<file path="config.mk">
export PLATFORM = sky130hd
export DESIGN_NAME = mtx4x2_out_arb
export DESIGN_NICKNAME = d
export VERILOG_FILES = /design/src/rtl/mtx4x2_pkg.sv /design/src/rtl/mtx4x2_rr_pick.sv /design/src/rtl/mtx4x2_out_arb.sv
export SDC_FILE = /design/constraint.sdc
export NUM_CORES = 1
export LEC_CHECK = 0
export BUFFER_PORTS_ARGS = -buffer_cell sky130_fd_sc_hd__buf_2
export CORE_UTILIZATION = 35
export CTS_CLUSTER_SIZE = 25
export DETAILED_ROUTE_END_ITERATION = 10
export PLACE_DENSITY = 0.7
export SYNTH_ARGS = -nofsm -noshare
export SYNTH_HDL_FRONTEND = slang
export SYNTH_SLANG_ARGS = --single-unit
</file>
<file path="constraint.sdc">
create_clock -name HCLK -period 2.9 [get_ports HCLK]
set_clock_uncertainty 0.05 [all_clocks]
set_input_delay 0.145 -clock HCLK [delete_from_list [all_inputs] [get_ports HCLK]]
set_output_delay 0.145 -clock HCLK [all_outputs]
set_load 0.01 [all_outputs]
</file>
<file path="src/rtl/mtx4x2_pkg.sv">
`default_nettype none
// mtx4x2_pkg -- shared HTRANS/arbiter encodings for the 4x2 bus matrix (rev 1.0)
package mtx4x2_pkg;

  localparam int c_idx_w = 2;

  typedef enum logic [1:0] {
    HTRANS_IDLE   = 2'b00,
    HTRANS_BUSY   = 2'b01,
    HTRANS_NONSEQ = 2'b10,
    HTRANS_SEQ    = 2'b11
  } htrans_e;

  typedef enum logic [1:0] {
    ARB_IDLE   = 2'b00,
    ARB_GRANT  = 2'b01,
    ARB_LOCKED = 2'b10
  } arb_state_e;

  function automatic logic [c_idx_w-1:0] wrap_inc(input logic [c_idx_w-1:0] base,
                                                  input int off, input int n);
    return c_idx_w'((int'(base) + off) % n);
  endfunction

endpackage
`default_nettype wire

</file>
<file path="src/rtl/mtx4x2_rr_pick.sv">
`default_nettype none
// mtx4x2_rr_pick -- combinational winner search (rev 1.0)
// MTX4X2_ARB_FIXED_PRI_EN selects lowest-index-wins instead of round-robin.
import mtx4x2_pkg::*;

module mtx4x2_rr_pick #(
  parameter int NUM_PORTS = 4
) (
  input  logic [NUM_PORTS-1:0] i_req,
  input  logic [c_idx_w-1:0]   i_last,
  output logic [c_idx_w-1:0]   o_winner,
  output logic                 o_found
);

`ifdef MTX4X2_ARB_FIXED_PRI_EN
  logic w_unused_last;
  assign w_unused_last = ^i_last;

  always_comb begin
    o_winner = '0;
    o_found  = 1'b0;
    for (int k = NUM_PORTS - 1; k >= 0; k--) begin
      if (i_req[c_idx_w'(k)]) begin
        o_winner = c_idx_w'(k);
        o_found  = 1'b1;
      end
    end
  end
`else
  // Scan farthest-first so the nearest port after i_last is written last and wins.
  always_comb begin
    o_winner = '0;
    o_found  = 1'b0;
    for (int k = NUM_PORTS; k >= 1; k--) begin
      if (i_req[wrap_inc(i_last, k, NUM_PORTS)]) begin
        o_winner = wrap_inc(i_last, k, NUM_PORTS);
        o_found  = 1'b1;
      end
    end
  end
`endif

endmodule
`default_nettype wire

</file>
<file path="src/rtl/mtx4x2_out_arb.sv">
`default_nettype none
// mtx4x2_out_arb -- MI1 output-stage arbiter with burst/lock hold (rev 1.0)
// MTX4X2_ARB_FIXED_PRI_EN: fixed priority, no last-grant pointer.
import mtx4x2_pkg::*;

module mtx4x2_out_arb #(
  parameter int NUM_PORTS = 4,
  parameter int RST_LAST  = NUM_PORTS - 1
) (
  input  logic                   HCLK,
  input  logic                   HRESETn,
  input  logic [NUM_PORTS-1:0]   sel_in,
  input  logic [2*NUM_PORTS-1:0] trans_in,
  input  logic [NUM_PORTS-1:0]   lock_in,
  input  logic                   HREADYM,
  output logic [c_idx_w-1:0]     addr_in_port,
  output logic                   no_port,
  output logic [NUM_PORTS-1:0]   active_out,
  output logic [c_idx_w-1:0]     data_in_port,
  output logic                   data_valid
);

  arb_state_e           r_state, w_state_nxt;
  logic [c_idx_w-1:0]   r_addr_port, w_addr_nxt;
  logic                 r_no_port, w_no_port_nxt;
  logic [c_idx_w-1:0]   r_data_port;
  logic                 r_data_valid;
  logic [NUM_PORTS-1:0] w_req;
  logic [c_idx_w-1:0]   w_last, w_winner;
  logic                 w_found, w_rearb, w_owner_lock;
  htrans_e              w_owner_trans;

  for (genvar gi = 0; gi < NUM_PORTS; gi++) begin : g_port
    assign w_req[gi]      = sel_in[gi] & trans_in[2*gi+1];
    assign active_out[gi] = ~r_no_port & (r_addr_port == c_idx_w'(gi));
  end

  assign w_owner_trans = htrans_e'(trans_in[{r_addr_port, 1'b0} +: 2]);
  assign w_owner_lock  = lock_in[r_addr_port];

  mtx4x2_rr_pick #(.NUM_PORTS(NUM_PORTS)) u_pick (
    .i_req    (w_req),
    .i_last   (w_last),
    .o_winner (w_winner),
    .o_found  (w_found)
  );

  always_comb begin
    w_state_nxt   = r_state;
    w_addr_nxt    = r_addr_port;
    w_no_port_nxt = r_no_port;
    w_rearb       = 1'b0;
    unique case (r_state)
      ARB_IDLE: w_rearb = 1'b1;
      ARB_GRANT, ARB_LOCKED: begin
        if (w_owner_lock) begin
          w_state_nxt = ARB_LOCKED;
        end else if (w_owner_trans == HTRANS_SEQ || w_owner_trans == HTRANS_BUSY) begin
          w_state_nxt = ARB_GRANT;
        end else begin
          w_rearb = 1'b1;
        end
      end
      default: w_state_nxt = ARB_IDLE;
    endcase
    // Losing all requesters keeps the old index; only no_port flags the idle bus.
    if (w_rearb) begin
      if (w_found) begin
        w_state_nxt   = ARB_GRANT;
        w_addr_nxt    = w_winner;
        w_no_port_nxt = 1'b0;
      end else begin
        w_state_nxt   = ARB_IDLE;
        w_no_port_nxt = 1'b1;
      end
    end
  end

  always_ff @(posedge HCLK or negedge HRESETn) begin
    if (!HRESETn) begin
      r_state      <= ARB_IDLE;
      r_addr_port  <= '0;
      r_no_port    <= 1'b1;
      r_data_port  <= '0;
      r_data_valid <= 1'b0;
    end else if (HREADYM) begin
      r_state      <= w_state_nxt;
      r_addr_port  <= w_addr_nxt;
      r_no_port    <= w_no_port_nxt;
      r_data_port  <= r_addr_port;
      r_data_valid <= ~r_no_port & w_owner_trans[1];
    end
  end

`ifdef MTX4X2_ARB_FIXED_PRI_EN
  assign w_last = '0;
`else
  logic [c_idx_w-1:0] r_last;
  always_ff @(posedge HCLK or negedge HRESETn) begin
    if (!HRESETn)
      r_last <= c_idx_w'(RST_LAST);
    else if (HREADYM && w_rearb && w_found)
      r_last <= w_winner;
  end
  assign w_last = r_last;
`endif

  assign addr_in_port = r_addr_port;
  assign no_port      = r_no_port;
  assign data_in_port = r_data_port;
  assign data_valid   = r_data_valid;

  a_active_onehot0: assert property (@(posedge HCLK) disable iff (!HRESETn)
    $onehot0(active_out));
  a_addr_range: assert property (@(posedge HCLK) disable iff (!HRESETn)
    int'(addr_in_port) < NUM_PORTS);
  a_idle_inactive: assert property (@(posedge HCLK) disable iff (!HRESETn)
    no_port |-> (active_out == '0));

endmodule
`default_nettype wire

</file>
* Word level (Yosys, flattened, before mapping)
Cells that the tools add are included.
Cells by class: $add $sub $neg 4, order comparisons 5, reductions and logical operators 9, mux-type cells 27, eq/ne operators 9, shift operators 1, bitwise logic cells 10
Operator list (count):
- 2-bit by 3-bit less-than comparator with 1-bit output, second input constant | 5
- 2-bit 2-to-1 mux | 7
- 1-bit 2-to-1 mux | 13
- 1-bit binary-select mux with 2-bit select | 5
- 1-bit AND | 9
- 2-bit equality test, second input constant | 4
- 8-bit by 4-bit variable part select with 2-bit output | 1
- 2-bit by 1-bit equality test with 1-bit output, second input constant | 3
- 3-bit AND reduction | 2
- 2-bit by 1-bit adder with 2-bit output, second input constant | 2
- 2-bit adder, second input constant | 2
- 2-bit logical NOT | 2
- 4-bit != test, second input constant | 1
- 2-bit one-hot mux with 2 select lines | 1
- 1-bit logical AND | 2
- 2-bit != test, second input constant | 1
- 1-bit one-hot mux with 2 select lines | 1
- 2-bit AND reduction | 1
- 2-bit OR reduction | 1
- 1-bit logical OR | 1
- 1-bit NOT | 1
Storage, ports and cells: bits of input ports 19, register bits after elaboration 10, output and inout bits 10, logic and storage cells 71

* Logic depth before layout (Yosys ltp)
Gate-level depths: netlist (run 1).
word-level depth 9, mapped depth 7, mapped depth without buffers 7

* By module
Synthesis (run 1) repeated with hierarchy kept, for this count alone.
Second synthesis, totals: cells, all modules 68, area, all modules 709.4 µm²
By module, submodules not included:
- mtx4x2_out_arb | cells each 54, area each 618.1 µm², sequential area each 254.0 µm², instances 1
- mtx4x2_rr_pick | cells each 14, area each 91.3 µm², sequential area each 0.0 µm², instances 1

* Worst setup path before layout (run 1)
OpenSTA, ideal clock, no wires.
path type reg2reg, start point register r_addr_port[1], in the netlist addr_in_port[1], end point register r_no_port, in the netlist no_port, arrival 1.655 ns, buffers on the path 1, data required time 2.765 ns, stages on the path, launching flop included 7, library setup time 0.085 ns, period minus slack after synthesis 1.790 ns, path slack 1.110 ns, cell sequence dfrtp_1 -> buf_6 -> mux2_4 -> a2bb2oi_2 -> o21bai_4 -> and2b_4 -> mux2_1
On the way: word-level cells in the longest chain between the ends 7, elaborated cells between the ends (all ways) 10, classes of those cells eq/ne: 2; shift: 1; mux: 5; reduce/logical: 2
RTL lines:
- start, declared | RTL line mtx4x2_out_arb.sv:24 | logic [c_idx_w-1:0] r_addr_port, w_addr_nxt;
- start signal, assigned | RTL line mtx4x2_out_arb.sv:88 | r_addr_port <= w_addr_nxt;
- 8-bit by 4-bit variable part select with 2-bit output | RTL line mtx4x2_out_arb.sv:38 | assign w_owner_trans = htrans_e'(trans_in[{r_addr_port, 1'b0} +: 2]);
- 2-bit equality test / 2-bit by 1-bit equality test with 1-bit output (equally long branches) | RTL line mtx4x2_out_arb.sv:58 | end else if (w_owner_trans == HTRANS_SEQ || w_owner_trans == HTRANS_BUSY) begin
- 1-bit logical OR | RTL line mtx4x2_out_arb.sv:58
- 1-bit 2-to-1 mux | RTL line mtx4x2_out_arb.sv:58
- 1-bit 2-to-1 mux * | RTL line mtx4x2_out_arb.sv:56 | if (w_owner_lock) begin
- 1-bit one-hot mux with 2 select lines * | RTL line mtx4x2_out_arb.sv:53 | unique case (r_state)
- 2-bit AND reduction (no source line) *
- end signal, assigned | RTL line mtx4x2_out_arb.sv:89 | r_no_port <= w_no_port_nxt;
- end, declared | RTL line mtx4x2_out_arb.sv:25 | logic r_no_port, w_no_port_nxt;
Every way passes the cells marked *; elsewhere a longest branch is shown, timed or not. The select of a mux whose other input is x is not followed. A chain may end at the register's enable or synchronous reset.

* Final worst setup path (run 1)
start point register r_addr_port[0], in the netlist addr_in_port[0], end point register r_no_port, in the netlist no_port
The elaborated chain is that of the path after synthesis.

==> metrics.txt, run 1 <==
CTS Root Cell=clkbuf_4; worst hold stages=2; Slew Limit Fails=0; Tcrit/Tclk final=0.7019; HP Class=primary input to flip-flop; share of the synthesized area in the top cell type=0.2393; Seq cells post-synth=10; RSZ-0062 raised after global routing=no; Critical R2R Capture=no_port; Hold Startpoint=HREADYM; synth unique cells=35; Startpoint Class=flip-flop; CP bufs+invs=0; via count=roughly 690; first-pass GRT wire length=approximately 2500 microns; CP top delay family=multiplexers; register-to-register setup slack=0.86 ns; Post-synth top flop=dfrtp_1; synthesized cell area=732.0 sq um; I/O pins=29; crit end category=flip-flop; Area contributors post-synth=dfrtp_1, dfstp_2, nand2_1, mux2_1, mux4_1; Post-Syn Instances=70; final setup violating endpoints=0; PwrDens=957.5 nW/um^2; Clock Path Buffers=2; RR Startpoint=addr_in_port[0]; GR Util All Layers=0.1546; H-tree depth=1; setup_tns=0 ns; Yosys top cell by area=dfrtp_1; maximum vdd ir drop=353.6 uV; GP Congestion=a little over 0.8; Pre-antenna DRT Iters=4; most common cell in the synthesized netlist=nand2_1; worst path arrival time=between 2 and 2.5 ns; Non-Filler Instances=approximately 130; PortBufs=28; pin count of the biggest net entering global routing=14; initial antenna violation count=0; crit path max fanout=13; hold endpoint=data_in_port[1]; Post-layout nets=roughly 120; initial core utilization=0.3731; Max Fclk=approximately 0.49 GHz; Synth top cells by count=nand2_1, dfrtp_1, nand3_1; CP max stage delay=roughly 0.61 ns; layout cells sized above 1=0.4356; Slew headroom=0.7276; LEAKAGE=roughly 0.45 nW; Die Span X=47.73 microns; Die H=approximately 48 microns; DRC Markers=0; Crit-path slowest cell=mux4_2; Clk pin slew, worst setup/hold paths=0.06 ns; CP Data Required Time=between 3 and 4 ns; placed cell count=approximately 120; Post-synth EDFFs=0; worst skew pair latency=0.26 ns; Max Cap Violations=0; crit path cell chain=mux4_2 -> o21bai_4 -> and2b_4 -> mux2_1; # clock sinks=10; worst slew pin tran=~0.41 ns; Hold Vio Cnt, Final=0; status=complete, no violations; vias in the first global route=approximately 650; diode count=0; Core Box Area=1962 sq um; fin util=0.4726; Routed WL=~1600 microns; cts bufs inserted=3; async set or reset register ratio after synthesis=1.000; CTS tree=done; via density per instance=roughly 5.4; Final HPWL DP=about 1300 microns; Tmin final=2.036 ns; Warnings, synthesis=0; CP Class=flip-flop to flip-flop; Post-Syn Nets=~90; PnR Total Power=0.8877 mW; Post-CTS Setup Repair Bufs=0; area delta synth->final=26.67%; Die ar.=around 2300 sq um; standard-cell rows=16; WL/cell=about 13 microns; Final ANT Viol Nets=0; grt total ovfl=0; sequential share of the synthesized area=0.3470; Iteration-0 DRC Markers=10; Avg Inst Size Synth=10.46 sq um; R2R depth=4; Post-CTS Resized=0
[how the worst max path moves through the flow]
stage,startpoint,to,slack [ns],depth (start not counted)
2_1_floorplan,addr_in_port[1],no_port,1.11,6
3_3_place_gp,addr_in_port[0],no_port,0.95,4
3_5_place_dp,addr_in_port[0],no_port,0.88,4
4_1_cts,addr_in_port[0],no_port,0.86,4
5_1_grt,addr_in_port[0],no_port,0.79,4
6_report,addr_in_port[0],no_port,0.86,4
[cell families after synthesis]
family	count (synthesis)	share of synthesized area
AOI/OAI and AO/OA	13	0.1675
adders and majority gates	2	0.03418
buffers and inverters	5	0.03589
DFF	10	0.3470
muxes	9	0.1778
and+or+nand+nor	31	0.2376
[cell usage in the layout, fill, tap and decap left out, types with 2 or more instances in the layout]
cell and instances:
clkbuf_4 3, o21ai_0 2, nand2b_1 2, mux2_2 2, nand3_1 4, a22o_1 3
dfstp_2 3, mux2_1 3, ha_1 2, nor3b_1 3, dfrtp_1 7, inv_1 3
nand2_1 12, nor2_1 2, buf_2 28
[power by group]
part / leakage (nW) / switching [mW] / total, mW / internal [mW]
sequential: 0.119 / 0.101 / 0.323 / 0.221
clock: 0.0150 / 0.0461 / 0.0992 / 0.0531
combinational: 0.317 / 0.211 / 0.466 / 0.255
[final cells by class]
cell class,count,area (sq um)
well taps,27,33.78
inverters,3,11.26
repair buffers,29,150.1
flip-flops and latches,10,254.0
multi-input cells,55,451.7
fillers,209,1035
clock buffers,4,26.28
[metal layers]
layer  share of wire  vias to the layer above  track usage
li1                -                      328            -
met1            0.42                      332       0.1574
met5               0                        -            0
met4           0.033                        0       0.1111
met3           0.049                        6      0.01132
met2            0.50                       28       0.2919
[through the flow]
stage / hold WS [ns] / cell area (sq um) / setup slack [ns]
floorplan: -0.2006 / 732.0 / 1.110
detailed placement: -0.03259 / 890.9 / 0.8808
global placement: -0.03383 / 890.9 / 0.9452
global route: 0.1270 / 927.1 / 0.7938
finish: 0.1309 / 927.1 / 0.8644
CTS: 0.1310 / 927.1 / 0.8599
[sequential cells by signal, indices dropped and copies added (netlist names)]
| register | count |
|---|---|
| no_port | 1 |
| addr_in_port | 2 |
| r_state | 2 |
| r_last | 2 |
| data_valid | 1 |
| data_in_port | 2 |
[timing repair]
| action | 4_1_cts | 5_1_grt |
|---|---|---|
| hold endpoints to repair | 10 | 0 |
| endpoints found under the setup margin | 0 | 0 |
| hold buffers | 1 | 0 |
Note: power is estimated with default switching activity, not from simulation.
==> run 2: changes to the inputs <==
PLACE_DENSITY = 0.72   (was 0.7)
clock period = 1.75 ns   (was 2.9 ns; I/O delays follow)
==> metrics.txt, run 2 (synthesis results as in run 1) <==
first-pass GRT wire length=3001 microns (was 2470 microns); Post-layout nets=137 (was 123); Die Span X=47.73 microns (unchanged); grt total ovfl=0 (unchanged); setup_tns=-0.01617 ns (was 0 ns); DRC Markers=0 (unchanged); Final Worst Setup Slack=-0.01617 ns (was 0.8644 ns); Finished Cell Area=1096 sq um (was 927.1 sq um); Sw Share=0.3758 (was 0.4035); I/O pins=29 (unchanged); final setup violating endpoints=1 (was 0); diode count=0 (unchanged); area delta synth->final=49.74% (was 26.67%); Final HPWL DP=1388 microns (was 1285 microns); Hold Vio Cnt, Final=0 (unchanged); crit path max fanout=4 (was 13); GR Util All Layers=0.1919 (was 0.1546); crit-path most repeated cell=mux2_4; worst slew pin tran=0.3044 ns (was 0.4086 ns); Startpoint Class=flip-flop (unchanged); Iteration-0 DRC Markers=22 (was 10); Max Fclk=0.5662 GHz (was 0.4912 GHz); Routed WL=1997 microns (was 1618 microns); standard-cell rows=16 (unchanged); worst path arrival time=1.92 ns (was 2.17 ns); Clock Path Buffers=2 (unchanged); worst skew pair latency=0.27 ns (was 0.26 ns); Flop pwr share=0.243 (was 0.364); layout cells sized above 1=0.5913 (was 0.4356); CP max stage delay=0.44 ns (was 0.61 ns); P_int=1.220 mW (was 0.5295 mW); commonest non-fill, non-tap cell in the layout=buf_2 (unchanged); CTS Root Cell=clkbuf_4 (unchanged); RR Startpoint=addr_in_port[1] (was addr_in_port[0]); GP Congestion=0.7951 (was 0.8284); register area=254.0 sq um (unchanged); initial antenna violation count=0 (unchanged); PwrDens=1784 nW/um^2 (was 957.5 nW/um^2); worst setup path start=addr_in_port[1] (was addr_in_port[0]); RSZ-0062 raised after global routing=yes (was no); Comb pwr share=0.647 (was 0.525); CP Data Required Time=1.91 ns (was 3.04 ns); CP top delay family=multiplexers (unchanged); cts bufs inserted=3 (unchanged); WL/cell=14.06 microns (was 12.64 microns); switching power=0.7347 mW (was 0.3582 mW); commonest cells after routing, fill and taps aside=buf_2, buf_4, nand2_1 (was buf_2, nand2_1, dfrtp_1); Slew headroom=0.7913 (was 0.7276); CP Class=flip-flop to flip-flop (unchanged); Max Cap Violations=0 (unchanged); CP bufs+invs=0 (unchanged); clock power share=0.110 (was 0.112); Slew Limit Fails=0 (unchanged); Fillers=185 (was 209); fin util=0.5587 (was 0.4726); initial core utilization=0.3731 (unchanged); via count=747 (was 694); maximum vdd ir drop=755.4 uV (was 353.6 uV); H-tree depth=1 (unchanged); Die H=47.73 microns (unchanged); CTS tree=done (unchanged); Final ANT Viol Nets=0 (unchanged); crit path cell chain=mux2_4 -> a2bb2oi_4 -> o21bai_4 -> and2b_4 -> mux2_4 (was mux4_2 -> o21bai_4 -> and2b_4 -> mux2_1); Clk pin slew, worst setup/hold paths=0.07 ns (was 0.06 ns); area post-placement=965.9 sq um (was 890.9 sq um); status=finished, violations left (was complete, no violations); via density per instance=5.261 (was 5.422); PnR Total Power=1.955 mW (was 0.8877 mW); area occupied by multi-input gates=505.5 sq um (was 451.7 sq um); PortBufs=28 (unchanged); pin count of the biggest net entering global routing=13 (was 14); HP Class=primary input to flip-flop (unchanged); # clock sinks=10 (unchanged); LEAKAGE=0.5412 nW (was 0.4511 nW); Crit-path slowest cell=dfrtp_1 (was mux4_2); Pre-antenna DRT Iters=4 (unchanged); failing checks=setup timing; crit end category=flip-flop (unchanged); Tcrit/Tclk final=1.009 (was 0.7019); Hold Startpoint=HREADYM (unchanged); Core Box Area=1962 sq um (unchanged); Die ar.=2278 sq um (unchanged); Tmin final=1.766 ns (was 2.036 ns); vias in the first global route=735 (was 652)
## run 2: changes by cell type in the layout (fill, tap and decap cells not counted), moves of 2 or more
cell	delta
buf_4	+14
mux2_4	+2
ha_1	-2
inv_1	-2
inv_2	+2
mux2_1	-2
## run 2: metrics by stage
step           setup WS [ns]  hold WS [ns]  cells
6_report            -0.01617       0.09444    142
5_1_grt             -0.06058        0.1235    142
4_1_cts            0.0001432        0.1009    141
3_5_place_dp         -0.1149      -0.09083    131
3_3_place_gp        -0.03273      -0.09413    131
2_1_floorplan       -0.03548       -0.2581     70
## run 2: what timing repair did
item / CTS / global route
hold endpoints to repair: 10 / 0
hold buffers: 1 / 0
buffers inserted: 5 / 1
gates resized for setup: 7 / 3
endpoints found under the setup margin: 5 / 6
pin swaps: 2 / 5
## run 2: path summary, 6_finish.rpt
kind | to | slack [ns] | cells after the start
worst max-delay path | no_port | -0.02 | 5
worst min register to register | data_in_port[0] | 0.46 | 1
worst max register to register | no_port | -0.02 | 5
min in group asynchronous | data_in_port[1] | 0.20 | 2
max in group asynchronous | r_last[0] | 1.20 | 2
worst min-delay path | data_in_port[0] | 0.09 | 2
## run 2: cell type report
type                    instances  area share
multi-input cells              55      0.4612
repair buffers                 43      0.2329
flip-flops and latches         10      0.2317
clock buffers                   4     0.03311
well taps                      27     0.03082
inverters                       3     0.01027
## run 2: power groups by stage
stage          clock (mW)  sequential [mW]  combinational [mW]
2_1_floorplan           0            0.492               0.657
3_3_place_gp            0            0.473               0.974
3_5_place_dp            0            0.481                1.00
4_1_cts             0.215            0.469                1.19
5_1_grt             0.227            0.500                1.37
6_report            0.215            0.475                1.26
## run 2: metal layers
| layer | vias to the layer above | share of wire | track usage |
|---|---|---|---|
| met5 | - | 0 | 0 |
| met2 | 33 | 0.53 | 0.3676 |
| met4 | 0 | 0.036 | 0.08889 |
| met3 | 6 | 0.036 | 0.02642 |
| li1 | 358 | - | - |
| met1 | 350 | 0.40 | 0.2037 |
